### config.mk
export PLATFORM = sky130hd
export DESIGN_NAME = fp_serial_frontend
export DESIGN_NICKNAME = d
export VERILOG_FILES = /design/src/rtl/fp_serial_frontend_pkg.sv /design/src/rtl/fp_result_serializer.sv /design/src/rtl/fp_serial_frontend.sv
export SDC_FILE = /design/constraint.sdc
export NUM_CORES = 1
export LEC_CHECK = 0
export CAP_MARGIN = 20
export CORE_MARGIN = 4
export CORE_UTILIZATION = 48
export DETAILED_ROUTE_END_ITERATION = 8
export PLACE_DENSITY = 0.72
export SLEW_MARGIN = 15
export SYNTH_ARGS = -nofsm -noshare
export SYNTH_HDL_FRONTEND = slang
export SYNTH_SLANG_ARGS = --single-unit
### constraint.sdc
create_clock -name clk -period 2 [get_ports clk]
set_input_delay 0.2 -clock clk [delete_from_list [all_inputs] [get_ports clk]]
set_output_delay 0.2 -clock clk [all_outputs]
set_load 0.03 [all_outputs]
### src/rtl/fp_serial_frontend_pkg.sv
// Shared widths, FSM state type and byte-insert helper for the fp_addsub serial frontend.
package fp_serial_frontend_pkg;

  localparam int unsigned FP_W                = 32;
  localparam int unsigned BYTE_W              = 8;
  localparam int unsigned FRAME_OPERAND_BYTES = 4;

  typedef enum logic [2:0] {
    ST_IDLE   = 3'd0,
    ST_LOAD_A = 3'd1,
    ST_LOAD_B = 3'd2,
    ST_CALC   = 3'd3,
    ST_SEND   = 3'd4
  } state_e;

  function automatic logic [FP_W-1:0] put_byte(input logic [FP_W-1:0]   word,
                                               input logic [1:0]        idx,
                                               input logic [BYTE_W-1:0] b);
    logic [FP_W-1:0] w;
    w = word;
    w[BYTE_W*idx +: BYTE_W] = b;
    return w;
  endfunction

endpackage

### src/rtl/fp_result_serializer.sv
// Holds the captured fp_addsub result and streams it out LSB byte first over valid/ready.
module fp_result_serializer
  import fp_serial_frontend_pkg::*;
(
  input  logic              clk,
  input  logic              rst,
  input  logic              load_i,
  input  logic [FP_W-1:0]   res_i,
  input  logic              out_ready_i,
  output logic              out_valid_o,
  output logic [BYTE_W-1:0] out_data_o,
  output logic              out_last_o,
  output logic              done_o
);

  logic [FP_W-1:0] res_q, res_d;
  logic [1:0]      k_q, k_d;
  logic            valid_q, valid_d;
  logic            last_byte;
  logic            xfer;

  assign last_byte = (k_q == 2'(FRAME_OPERAND_BYTES - 1));
  assign xfer      = valid_q & out_ready_i;

  always_comb begin
    res_d   = res_q;
    k_d     = k_q;
    valid_d = valid_q;
    if (load_i) begin
      res_d   = res_i;
      k_d     = '0;
      valid_d = 1'b1;
    end else if (xfer) begin
      k_d = k_q + 2'd1;
      if (last_byte) valid_d = 1'b0;
    end
  end

  always_ff @(posedge clk) begin
    if (rst) begin
      res_q   <= '0;
      k_q     <= '0;
      valid_q <= 1'b0;
    end else begin
      res_q   <= res_d;
      k_q     <= k_d;
      valid_q <= valid_d;
    end
  end

  // Byte lane is forced to zero outside SEND so an idle stream never shows stale result bits.
  assign out_valid_o = valid_q;
  assign out_data_o  = valid_q ? res_q[BYTE_W*k_q +: BYTE_W] : '0;
  assign out_last_o  = valid_q & last_byte;
  assign done_o      = xfer & last_byte;

endmodule

### src/rtl/fp_serial_frontend.sv
// Byte-serial command frontend for fp_addsub: assembles cmd/A/B, commits operands, returns 4 result bytes.
module fp_serial_frontend
  import fp_serial_frontend_pkg::*;
#(
  parameter int unsigned TIMEOUT_CYCLES = 32,
  parameter int unsigned CNT_W          = 16
) (
  input  logic              clk,
  input  logic              rst,
  input  logic              in_valid,
  input  logic [BYTE_W-1:0] in_data,
  output logic              in_ready,
  output logic [FP_W-1:0]   op_a,
  output logic [FP_W-1:0]   op_b,
  output logic              op_sub,
  input  logic [FP_W-1:0]   res_in,
  output logic              out_valid,
  output logic [BYTE_W-1:0] out_data,
  output logic              out_last,
  input  logic              out_ready,
  output logic              busy,
  output logic              err_timeout
);

  localparam bit              TO_EN    = (TIMEOUT_CYCLES != 0);
  localparam logic [CNT_W-1:0] LIMIT_M1 = CNT_W'(TO_EN ? TIMEOUT_CYCLES - 1 : 0);
  localparam logic [1:0]      IDX_LAST = 2'(FRAME_OPERAND_BYTES - 1);

  state_e           state_q, state_d;
  logic [1:0]       byte_idx_q, byte_idx_d;
  logic [CNT_W-1:0] idle_cnt_q, idle_cnt_d;
  logic [FP_W-1:0]  sh_a_q, sh_a_d, sh_b_q, sh_b_d;
  logic             sh_sub_q, sh_sub_d;
  logic [FP_W-1:0]  op_a_q, op_a_d, op_b_q, op_b_d;
  logic             op_sub_q, op_sub_d;
  logic             err_q, err_d;
  logic             accept;
  logic             ser_load;
  logic             ser_done;

  assign in_ready = ~rst & ((state_q == ST_IDLE) | (state_q == ST_LOAD_A) | (state_q == ST_LOAD_B));
  assign accept   = in_valid & in_ready;

  always_comb begin
    state_d    = state_q;
    byte_idx_d = byte_idx_q;
    idle_cnt_d = '0;
    sh_a_d     = sh_a_q;
    sh_b_d     = sh_b_q;
    sh_sub_d   = sh_sub_q;
    op_a_d     = op_a_q;
    op_b_d     = op_b_q;
    op_sub_d   = op_sub_q;
    err_d      = 1'b0;
    ser_load   = 1'b0;
    unique case (state_q)
      ST_IDLE: begin
        if (accept) begin
          sh_sub_d   = in_data[0];
          byte_idx_d = '0;
          state_d    = ST_LOAD_A;
        end
      end
      ST_LOAD_A, ST_LOAD_B: begin
        if (accept) begin
          byte_idx_d = byte_idx_q + 2'd1;
          if (state_q == ST_LOAD_A) sh_a_d = put_byte(sh_a_q, byte_idx_q, in_data);
          else                      sh_b_d = put_byte(sh_b_q, byte_idx_q, in_data);
          if (byte_idx_q == IDX_LAST) begin
            if (state_q == ST_LOAD_A) begin
              state_d = ST_LOAD_B;
            end else begin
              // Commit uses the shadow's next value so the final B byte lands in op_b on this edge.
              state_d  = ST_CALC;
              op_a_d   = sh_a_q;
              op_b_d   = sh_b_d;
              op_sub_d = sh_sub_q;
            end
          end
        end else if (TO_EN && idle_cnt_q == LIMIT_M1) begin
          state_d    = ST_IDLE;
          err_d      = 1'b1;
          byte_idx_d = '0;
          sh_a_d     = '0;
          sh_b_d     = '0;
          sh_sub_d   = 1'b0;
        end else if (TO_EN) begin
          idle_cnt_d = idle_cnt_q + CNT_W'(1);
        end
      end
      ST_CALC: begin
        ser_load = 1'b1;
        state_d  = ST_SEND;
      end
      ST_SEND: begin
        if (ser_done) state_d = ST_IDLE;
      end
      default: state_d = ST_IDLE;
    endcase
  end

  always_ff @(posedge clk) begin
    if (rst) begin
      state_q    <= ST_IDLE;
      byte_idx_q <= '0;
      idle_cnt_q <= '0;
      sh_a_q     <= '0;
      sh_b_q     <= '0;
      sh_sub_q   <= 1'b0;
      op_a_q     <= '0;
      op_b_q     <= '0;
      op_sub_q   <= 1'b0;
      err_q      <= 1'b0;
    end else begin
      state_q    <= state_d;
      byte_idx_q <= byte_idx_d;
      idle_cnt_q <= idle_cnt_d;
      sh_a_q     <= sh_a_d;
      sh_b_q     <= sh_b_d;
      sh_sub_q   <= sh_sub_d;
      op_a_q     <= op_a_d;
      op_b_q     <= op_b_d;
      op_sub_q   <= op_sub_d;
      err_q      <= err_d;
    end
  end

  fp_result_serializer u_ser (
    .clk         (clk),
    .rst         (rst),
    .load_i      (ser_load),
    .res_i       (res_in),
    .out_ready_i (out_ready),
    .out_valid_o (out_valid),
    .out_data_o  (out_data),
    .out_last_o  (out_last),
    .done_o      (ser_done)
  );

  assign op_a        = op_a_q;
  assign op_b        = op_b_q;
  assign op_sub      = op_sub_q;
  assign busy        = (state_q != ST_IDLE);
  assign err_timeout = err_q;

endmodule
==> flow_summary_export.csv <==
group,metric,value,unit
floorplan,fp.dieW,134,um
finish,final_core_util,64.2,%
synth,synth_edf_count,0,
placed_design,dp.final_hpwl,13500,um
synth,synth_compound_area_share,19.1,%
clocking,path_clk_slew,0.07,ns
floorplan,rows,45,
route,wl_per_cell,16.2,um
placed_design,io_buffer_count,121,
synth,synth.avg_cell_area,8.75,um^2
route,drcViolationCount,0,
floorplan,die_h,134,um
setup_path,cp_num_cells,4,
route,drtPass1Iterations,5,
synth,ys_types,56,
sta,slew_viol_final,0,
sta,setup_viol,0,
finish,area_delta_synth_final,29.4,%
global_route,grt_max_degree,95,
setup_path,cp_top_family,"multiplexers",
synth,netlist_area,0.00762,mm^2
setup_path,cp_cell_sequence,"buf_12 > mux4_2 > and2_4 > buf_4",
power,powerDensity,749,mW/mm^2
clocking,cts_tree,"built",
route,wirelength,19800,um
global_route,track_usage,22.1,%
synth,synth_fp_nets,923,
setup_path,path_max_fanout,5,
sta,worstMarginPinSlew,0.982,ns
clocking,clock-root-buffer,"clkbuf_16",
route,antenna_left,0,
placed_design,place.gp.congestion,0.831,
route,vias_per_cell,5.42,
synth,synth-main-ff-cell,"dfxtp_1",
sta,rsz0062_at_grt,"false",
worst_hold_path,whs_path_depth,2,
synth,netlist.area_leader.share,49.1,%
synth,synth-simple-area-share,20.6,%
sta,finalCritPeriodShare,97.0,%
setup_path,startpoint_type,"flop",
synth,synth.area.mux_share,2.63,%
global_route,grt_pass1_wl,32200,um
sta,hold_viol,0,
setup_path,critPathKind,"reg -> out",
setup_path,critical-path-max-stage-delay,0.49,ns
global_route,grt_pass1_vias,6247,
job,drv_cap,0,
setup_path,slowest_stage,"mux4_2",
synth,synth_xor_area_share,2.05,%
route,vias,6624,
floorplan,io-pin-count,122,
floorplan,core-area,0.0154,mm^2
setup_path,worst-path-buf-inv,2,
floorplan,initial_core_util,49.6,%
setup_path,cp-end-kind,"primary output",
synth,ys_seq_area_share,49.1,%
synth,yosysWarnings,0,
clocking,ctsLongestPathBuffers,2,
global_route,grt_overflow,0,
sta,min_period,1.94,ns
floorplan,die-area,0.0180,mm^2
synth,synth_top_family_by_area,"simple AND/OR/NAND/NOR gates",
finish,layout-drive-gt1-share,13.1,%
setup_path,crit_arrival,1.74,ns
synth,syn_inst,871,
synth,synth_fa_ha_area_share,1.31,%
finish,fill_cells,1317,
finish,finalNetCount,1052,
sta,tns,0,ns
clocking,postCtsHoldBufs,0,
finish,n_antenna_cell,0,
run_status,outcome,"finished clean",
setup_path,critPathRequiredTime,1.80,ns
sta,fmaxAchievable,515,MHz
sta,fin_skew,0.0105,ns
sta,max-slew-margin-rel,34.6,%
synth,yosys.area.top_type,"dfxtp_1",
clocking,clock_latency,0.44,ns
clocking,cts_made_buffers,17,
clocking,htreeDepth,4,
worst_hold_path,worstHoldPathType,"in -> reg",
route,drt-initial-drc-count,428,
synth,async_flop_share,0,%
global_route,antenna_found_initial,0,
power,power.leakage,3.32,nW
setup_path,rr_worst_depth,4,
synth,ys_top_cells_by_area,"dfxtp_1 49%, nand2_1 11%, a21oi_1 4.6%, o2bb2ai_1 2.8%, nor2_1 2.7%",
clocking,cts.sinks,187,
synth,synth_seq_cells,187,
power,vdd.ir_drop.worst,652,uV
cell families (layout without fill, tap and decap cells):
| kind of cell | Yosys count | in the layout |
|---|---|---|
| buffers and inverters | 92 | 233 |
| adders and majority gates | 8 | 8 |
| DFF | 187 | 187 |
| muxes | 10 | 10 |
| and+or+nand+nor | 353 | 353 |
| AOI/OAI and AO/OA | 204 | 204 |
| xor gates and xnor gates | 17 | 17 |
through the flow:
stage | cells | cell area (um^2) | total power [W] | setup WS [ns] | hold WS [ns]
after CTS | 1219 | 9800 | 0.00742 | 0.00826 | 0.0300
after detailed placement | 1188 | 9260 | 0.00424 | 0.0144 | 0.444
after floorplan | 871 | 7620 | 0.00403 | 0.0288 | 0.336
after global routing | 1223 | 9860 | 0.00761 | 0.000277 | 0.0341
after global placement | 1188 | 9260 | 0.00424 | 0.0698 | 0.439
final | 1223 | 9860 | 0.00739 | 0.0594 | 0.0477
cell usage in the layout (no fill, tap or decap), types with 8 or more instances in the layout:
cell type        instances
mux4_2                   8
xor2_1                  10
a32o_1                   9
nor2_1                  53
clkdlybuf4s50_1        108
buf_4                   53
a311oi_1                17
dfxtp_1                181
a21oi_1                 70
o21ai_0                 17
nand4_1                  9
o2bb2ai_1               24
ha_1                     8
inv_1                   23
a211oi_1                21
and2_1                  12
clkbuf_16               18
nand3_1                 24
o32ai_1                 17
nand2_1                218
a22oi_1                 17
layout make-up:
cell class,count,area [um^2],area share (%)
tap,211,264,2.68
multi-input combinational,592,3510,35.5
clock buffer,18,439,4.45
clock inverter,13,119,1.21
sequential,187,3760,38.1
inverter,25,95.1,0.964
timing repair buffer,177,1680,17.1
flip-flops by register name, summed over array words and instances, names as in the netlist:
| signal | count |
|---|---|
| u_ser.k_q | 2 |
| op_a | 32 |
| sh_sub_q | 1 |
| state_q | 3 |
| op_b | 32 |
| u_ser.res_q | 32 |
| err_timeout | 1 |
| sh_b_q | 32 |
| u_ser.out_valid_o | 1 |
| idle_cnt_q | 16 |
| byte_idx_q | 2 |
| sh_a_q | 32 |
| op_sub | 1 |
power breakdown:
group / total (W) / leakage (nW) / internal, W / switching [W]
logic: 0.000415 / 1.53 / 0.000177 / 0.000238
registers: 0.00375 / 1.51 / 0.00374 / 0.0000102
clock network: 0.00322 / 0.277 / 0.00175 / 0.00147
total: 0.00739 / 3.32 / 0.00566 / 0.00172
path summary, 6_finish.rpt:
| check | startpoint | end | slack (ns) |
|---|---|---|---|
| worst max register to register | idle_cnt_q[12] | sh_b_q[30] | 0.10 |
| worst min-delay path | rst | sh_b_q[17] | 0.05 |
| worst min register to register | sh_a_q[7] | op_a[7] | 0.45 |
| worst max-delay path | u_ser.k_q[0] | out_data[2] | 0.06 |
cell usage after synthesis, types with 2 or more instances:
library cell	count
nand2_1	218
dfxtp_1	187
a21oi_1	70
nor2_1	54
clkbuf_1	43
nand3_1	24
o2bb2ai_1	24
inv_1	23
a211oi_1	21
buf_2	18
a22oi_1	17
a311oi_1	17
o21ai_0	17
o32ai_1	17
and2_1	13
xor2_1	10
a32o_1	9
nand4_1	9
ha_1	8
mux4_2	8
xnor2_1	6
and3_1	5
and4_1	5
nor2b_1	3
nor3_1	3
nor3b_2	3
nor4_1	3
a211oi_2	2
a211oi_4	2
buf_4	2
buf_6	2
mux2i_1	2
nand2b_1	2
nand4bb_1	2
worst register-to-register path, stage by stage (launching register included):
cell     delay, ns
dfxtp_1       0.33
nor4_1        0.42
nand4_2       0.25
a221o_2       0.50
a32o_1        0.29
routing by layer:
layer	part of all wire, %	global-route usage, %
met5	0	0
met2	46	34.6
met4	1.8	6.96
met1	48	30.9
met3	4.5	4.46
what timing repair did:
| action | CTS | global route |
|---|---|---|
| resized for setup | 40 | 20 |
| gates cloned | 0 | 1 |
| setup endpoints to repair | 12 | 66 |
| pin swaps | 0 | 4 |
| setup buffers | 0 | 3 |
No activity file was read; power rests on OpenSTA's default activity.
